--- config.mk ---
export PLATFORM = sky130hd
export DESIGN_NAME = irq_ctrl
export DESIGN_NICKNAME = d
export VERILOG_FILES = /design/src/rtl/irq_ctrl_pkg.sv /design/src/rtl/irq_ctrl_prio_enc.sv /design/src/rtl/irq_ctrl.sv
export SDC_FILE = /design/constraint.sdc
export NUM_CORES = 1
export LEC_CHECK = 0
export ABC_AREA = 1
export CAP_MARGIN = 20
export CORE_ASPECT_RATIO = 1.5
export CORE_UTILIZATION = 37
export CTS_CLUSTER_DIAMETER = 100
export DETAILED_ROUTE_END_ITERATION = 7
export PLACE_DENSITY = 0.82
export SYNTH_ARGS = -nofsm -noshare
export SYNTH_HDL_FRONTEND = slang
export SYNTH_SLANG_ARGS = --single-unit
export TNS_END_PERCENT = 5
--- constraint.sdc ---
create_clock -name clk -period 0.95 [get_ports clk]
set_input_delay 0.285 -clock clk [delete_from_list [all_inputs] [get_ports clk]]
set_output_delay 0.285 -clock clk [all_outputs]
set_load 0.01 [all_outputs]
--- src/rtl/irq_ctrl_pkg.sv ---
// irq_ctrl_pkg: shared definitions for the interrupt controller.
//   - irq_state_e : controller state encodings (IDLE / REQ / SVC)
//   - ID_W        : width of the source index presented to fetch
//   - DEF_VEC_BASE / DEF_VEC_STRIDE : default vector table placement
package irq_ctrl_pkg;

    localparam int unsigned ID_W = 4;

    localparam logic [15:0] DEF_VEC_BASE   = 16'h0040;
    localparam logic [15:0] DEF_VEC_STRIDE = 16'h0004;

    typedef enum logic [1:0] {
        IRQ_IDLE = 2'd0,
        IRQ_REQ  = 2'd1,
        IRQ_SVC  = 2'd2
    } irq_state_e;

endpackage

--- src/rtl/irq_ctrl_prio_enc.sv ---
// irq_prio_enc: combinational fixed-priority encoder, lowest index wins.
//   req : N-wide request vector
//   any : at least one request bit set
//   id  : index of the winning request (0 when any == 0)
module irq_prio_enc
    import irq_ctrl_pkg::*;
#(
    parameter int unsigned N = 4
) (
    input  logic [N-1:0]    req,
    output logic            any,
    output logic [ID_W-1:0] id
);

    always_comb begin
        any = 1'b0;
        id  = '0;
        for (int unsigned i = 0; i < N; i++) begin
            if (req[i] && !any) begin
                any = 1'b1;
                id  = ID_W'(i);
            end
        end
    end

endmodule

--- src/rtl/irq_ctrl.sv ---
// irq_ctrl: multi-source vectored interrupt controller feeding the fetch stage.
//   clk, rst      : clock, asynchronous active-low reset
//   src_int       : raw interrupt lines (edge or level per EDGE_MASK)
//   src_ack       : one-cycle acknowledge to the serviced source
//   mask_we/wdata : enable-mask write port (1 = enabled)
//   int_req/id/vec: vectored request to fetch, frozen while pending
//   int_take      : fetch redirects to int_vec; take_pc is the resume PC
//   iret          : return-from-interrupt retired
//   ret_pc        : saved resume PC (epc)
//   in_service    : handler active, no nesting
module irq_ctrl
    import irq_ctrl_pkg::*;
#(
    parameter int unsigned          NUM_SRC    = 4,
    parameter int unsigned          PC_W       = 16,
    parameter logic [NUM_SRC-1:0]   EDGE_MASK  = NUM_SRC'(1),
    parameter logic [PC_W-1:0]      VEC_BASE   = PC_W'(DEF_VEC_BASE),
    parameter logic [PC_W-1:0]      VEC_STRIDE = PC_W'(DEF_VEC_STRIDE)
) (
    input  logic                clk,
    input  logic                rst,
    input  logic [NUM_SRC-1:0]  src_int,
    output logic [NUM_SRC-1:0]  src_ack,
    input  logic                mask_we,
    input  logic [NUM_SRC-1:0]  mask_wdata,
    output logic                int_req,
    output logic [ID_W-1:0]     int_id,
    output logic [PC_W-1:0]     int_vec,
    input  logic                int_take,
    input  logic [PC_W-1:0]     take_pc,
    input  logic                iret,
    output logic [PC_W-1:0]     ret_pc,
    output logic                in_service
);

    irq_state_e         state_q;
    logic [NUM_SRC-1:0] hist_q;
    logic [NUM_SRC-1:0] pend_q;
    logic [NUM_SRC-1:0] mask_q;
    logic [NUM_SRC-1:0] ack_q;
    logic [ID_W-1:0]    id_q;
    logic [PC_W-1:0]    vec_q;
    logic [PC_W-1:0]    epc_q;
    logic               req_q;
    logic               svc_q;

    logic               win_any;
    logic [ID_W-1:0]    win_id;
    logic               take_fire;
    logic [NUM_SRC-1:0] clr;
    logic [NUM_SRC-1:0] pend_d;

    irq_prio_enc #(
        .N (NUM_SRC)
    ) u_prio (
        .req (pend_q & mask_q),
        .any (win_any),
        .id  (win_id)
    );

    // int_take is only honoured while a request is outstanding.
    assign take_fire = (state_q == IRQ_REQ) && int_take;

    // Edge sources: a fresh rising edge beats the take-time clear.
    // Level sources: pending is just the registered line.
    always_comb begin
        clr = '0;
        for (int unsigned i = 0; i < NUM_SRC; i++) begin
            clr[i] = take_fire && (id_q == ID_W'(i));
        end
        pend_d = (((src_int & ~hist_q) | (pend_q & ~clr)) & EDGE_MASK)
               | (src_int & ~EDGE_MASK);
    end

    always_ff @(posedge clk or negedge rst) begin
        if (!rst) begin
            hist_q <= '0;
            pend_q <= '0;
            mask_q <= '0;
            epc_q  <= '0;
        end else begin
            hist_q <= src_int;
            pend_q <= pend_d;
            if (mask_we) mask_q <= mask_wdata;
            if (take_fire) epc_q <= take_pc;
        end
    end

    always_ff @(posedge clk or negedge rst) begin
        if (!rst) begin
            state_q <= IRQ_IDLE;
            id_q    <= '0;
            vec_q   <= '0;
            req_q   <= 1'b0;
            svc_q   <= 1'b0;
            ack_q   <= '0;
        end else begin
            ack_q <= clr;
            case (state_q)
                IRQ_IDLE: begin
                    if (win_any) begin
                        state_q <= IRQ_REQ;
                        req_q   <= 1'b1;
                        id_q    <= win_id;
                        vec_q   <= VEC_BASE + PC_W'(win_id) * VEC_STRIDE;
                    end
                end
                IRQ_REQ: begin
                    if (int_take) begin
                        state_q <= IRQ_SVC;
                        req_q   <= 1'b0;
                        svc_q   <= 1'b1;
                    end
                end
                IRQ_SVC: begin
                    if (iret) begin
                        state_q <= IRQ_IDLE;
                        svc_q   <= 1'b0;
                    end
                end
                default: begin
                    state_q <= IRQ_IDLE;
                    req_q   <= 1'b0;
                    svc_q   <= 1'b0;
                end
            endcase
        end
    end

    assign src_ack    = ack_q;
    assign int_req    = req_q;
    assign int_id     = id_q;
    assign int_vec    = vec_q;
    assign ret_pc     = epc_q;
    assign in_service = svc_q;

endmodule

==> flow_summary.ini <==
[floorplanning]
fp-row-count = 28
initial_core_util_pct = 39.06
die_h_um = 81.18
core_sq_mm = 0.003959
pin_count = 71
die_area_sq_mm = 0.004447
die_width_um = 54.79

[critical_path]
cp-start-kind = register
critPathRequiredTime_ns = 1.13
path_max_fanout = 4
r2r_slack_ns = -0.16
path_class = reg -> reg
arrival_ns = 1.29
crit_path_end_kind = register

[clocking]
clockBufferDepth = 2
clock_latency_ns = 0.28
clk_pin_slew_ns = 0.07
h-tree-depth = 2
numCtsBuffers = 5
clock_sinks = 36
root_buffer = clkbuf_8
cts_tree = built

[timing]
hold_violations = 0
min_period_ns = 1.112
drv_slew = 0
rsz0062_at_grt = yes
layout_setup_ws_ns = -0.1617
setup_viol = 55
fin_skew_ns = 0.003991
fin_tns_setup_ns = -6.159
fin_crit_sh_pct = 117.0
fmax_mhz = 899.5

[outcome]
violations = setup timing
status = finished with violations

[detailed_routing]
via_per_inst = 4.488
routed_wl_mm = 3.268
top_layer = met4
wl_met1_mm = 1.253
drc = 0
drtPass1Iterations = 4
wl_met2_mm = 1.775
wl_per_cell_um = 11.63
drtAntennaViolNets = 0
wl_met3_um = 200
vias = 1261
drtIter0Drc = 12

[cells_and_area]
diodes = 0
final_common_cell = nand2_1
syn_to_final_growth_pct = 47.82
nNetsFinal = 264
final_cell_mix = 43 x nand2_1, 35 x dfrtp_1, 27 x buf_2
nFillCells = 343
final_layout_size_suffix_gt1_share_pct = 35.17

[synth]
synth-seq-cells = 36
synth_area_sq_mm = 0.001546
ys_types = 18
yosysWarnings = 0
avgSynthCellArea_sq_um = 9.726
syn_inst = 159
synth-seq-area-share_pct = 58.25

[global_route]
grt_start_max_net_pins = 37
gr-total-overflow = 0
antenna_found_initial = 0
grt.total_usage_pct = 15.91
grt_pass1_wl_mm = 4.988
grt_pass1_vias = 1178

[power_and_ir_drop]
power_mw = 6.332
p_leak_nw = 1.210
power_density_mw_per_mm2 = 2770
ir_drop_v = 0.001488

[placement]
post-dp-hpwl_mm = 2.217
pre_cts_ws_ns = -0.4055
routabilityCongestion = 0.7777
portBuffers = 55

[hold_path]
min_path_type = reg -> reg

[job]
max_cap_viol_count = 0
## flip-flops by register name (all words and copies together) (netlist names)
register / flops
mask_q: 4
src_ack: 4
in_service: 1
ret_pc: 16
int_vec: 2
int_id: 1
pend_q: 4
state_q: 2
hist_q: 1
int_req: 1
## layer usage
layer,GRT usage [%],vias up
met4,6.154,0
met2,26.99,47
met1,17.73,595
met3,5.056,5
li1,-,614
met5,0,-
## synth_stat cells
master / count / area share [%]
nor2_4: 1 / 0.73
conb_1: 1 / 0.24
buf_6: 2 / 1.5
inv_2: 1 / 0.24
or2_2: 1 / 0.40
buf_2: 2 / 0.65
buf_4: 18 / 8.7
nor2_1: 4 / 0.97
nand2_4: 1 / 0.73
nand2_1: 51 / 12
inv_1: 10 / 2.4
o21ai_0: 5 / 1.6
nand3_1: 16 / 5.2
o31ai_1: 1 / 0.49
nor3_2: 3 / 1.9
dfrtp_1: 36 / 58
mux2_2: 4 / 2.9
a21oi_1: 2 / 0.65
## per-stage QoR
step / hold WS, ns / utilization (%) / cell area (sq um) / cells
after floorplan: -0.01059 / - / 1599 / 173
after CTS: 0.4111 / 56.48 / 2236 / 281
after detailed placement: 0.2630 / 55.53 / 2198 / 268
final: 0.4048 / 57.74 / 2286 / 281
after global placement: 0.2624 / 55.53 / 2198 / 268
after global routing: 0.4282 / 57.74 / 2286 / 281
## worst paths after layout
path | from | to | cells past startpoint
worst min register to register | hist_q[0] | pend_q[0] | 1
worst max-delay path | state_q[1] | int_vec[3] | 5
worst min-delay path | hist_q[0] | pend_q[0] | 1
min in group asynchronous | rst | mask_q[3] | 3
worst max register to register | state_q[1] | int_vec[3] | 5
max in group asynchronous | rst | state_q[1] | 3
## critical path, stage by stage, from the launching register on
cell and delay, ns:
dfrtp_2 0.45, nor2_2 0.25, buf_4 0.17, nand2_1 0.05, nand2_1 0.06, inv_1 0.04
## repair_timing
| action | in CTS | in global routing |
|---|---|---|
| cloned | 0 | 0 |
| pin swaps | 3 | 9 |
| setup endpoints to repair | 59 | 55 |
| endpoints found under the hold margin | 36 | 0 |
| gates resized for setup | 123 | 16 |
| hold buffers | 1 | 0 |
| buffers inserted | 4 | 0 |
## cell families (layout without fill, tap and decap cells)
kind of cell / Yosys count / after routing / share of synthesized area (%)
compound gates: 8 / 8 / 2.751
flops: 36 / 36 / 58.25
mux: 4 / 4 / 2.912
buf+inv: 33 / 96 / 13.51
simple gates: 77 / 77 / 22.33
other cells: 1 / 15 / 0.2425
## power breakdown
part / internal, mW / leakage (nW) / total, mW / switching [mW]
registers: 2.04 / 0.439 / 2.33 / 0.289
clock network: 0.778 / 0.0552 / 1.29 / 0.516
logic: 1.28 / 0.715 / 2.71 / 1.43
total: 4.10 / 1.21 / 6.33 / 2.23
## final cells by class
class	count	area (sq um)	area share [%]
sequential	36	902.1	39.46
timing repair buffer	77	626.9	27.42
multi-input combinational	104	551.8	24.14
clock buffer	6	72.57	3.175
tap	45	56.30	2.463
inverter	11	41.29	1.806
clock inverter	2	35.03	1.533
Note: power is estimated with default switching activity, not from simulation.
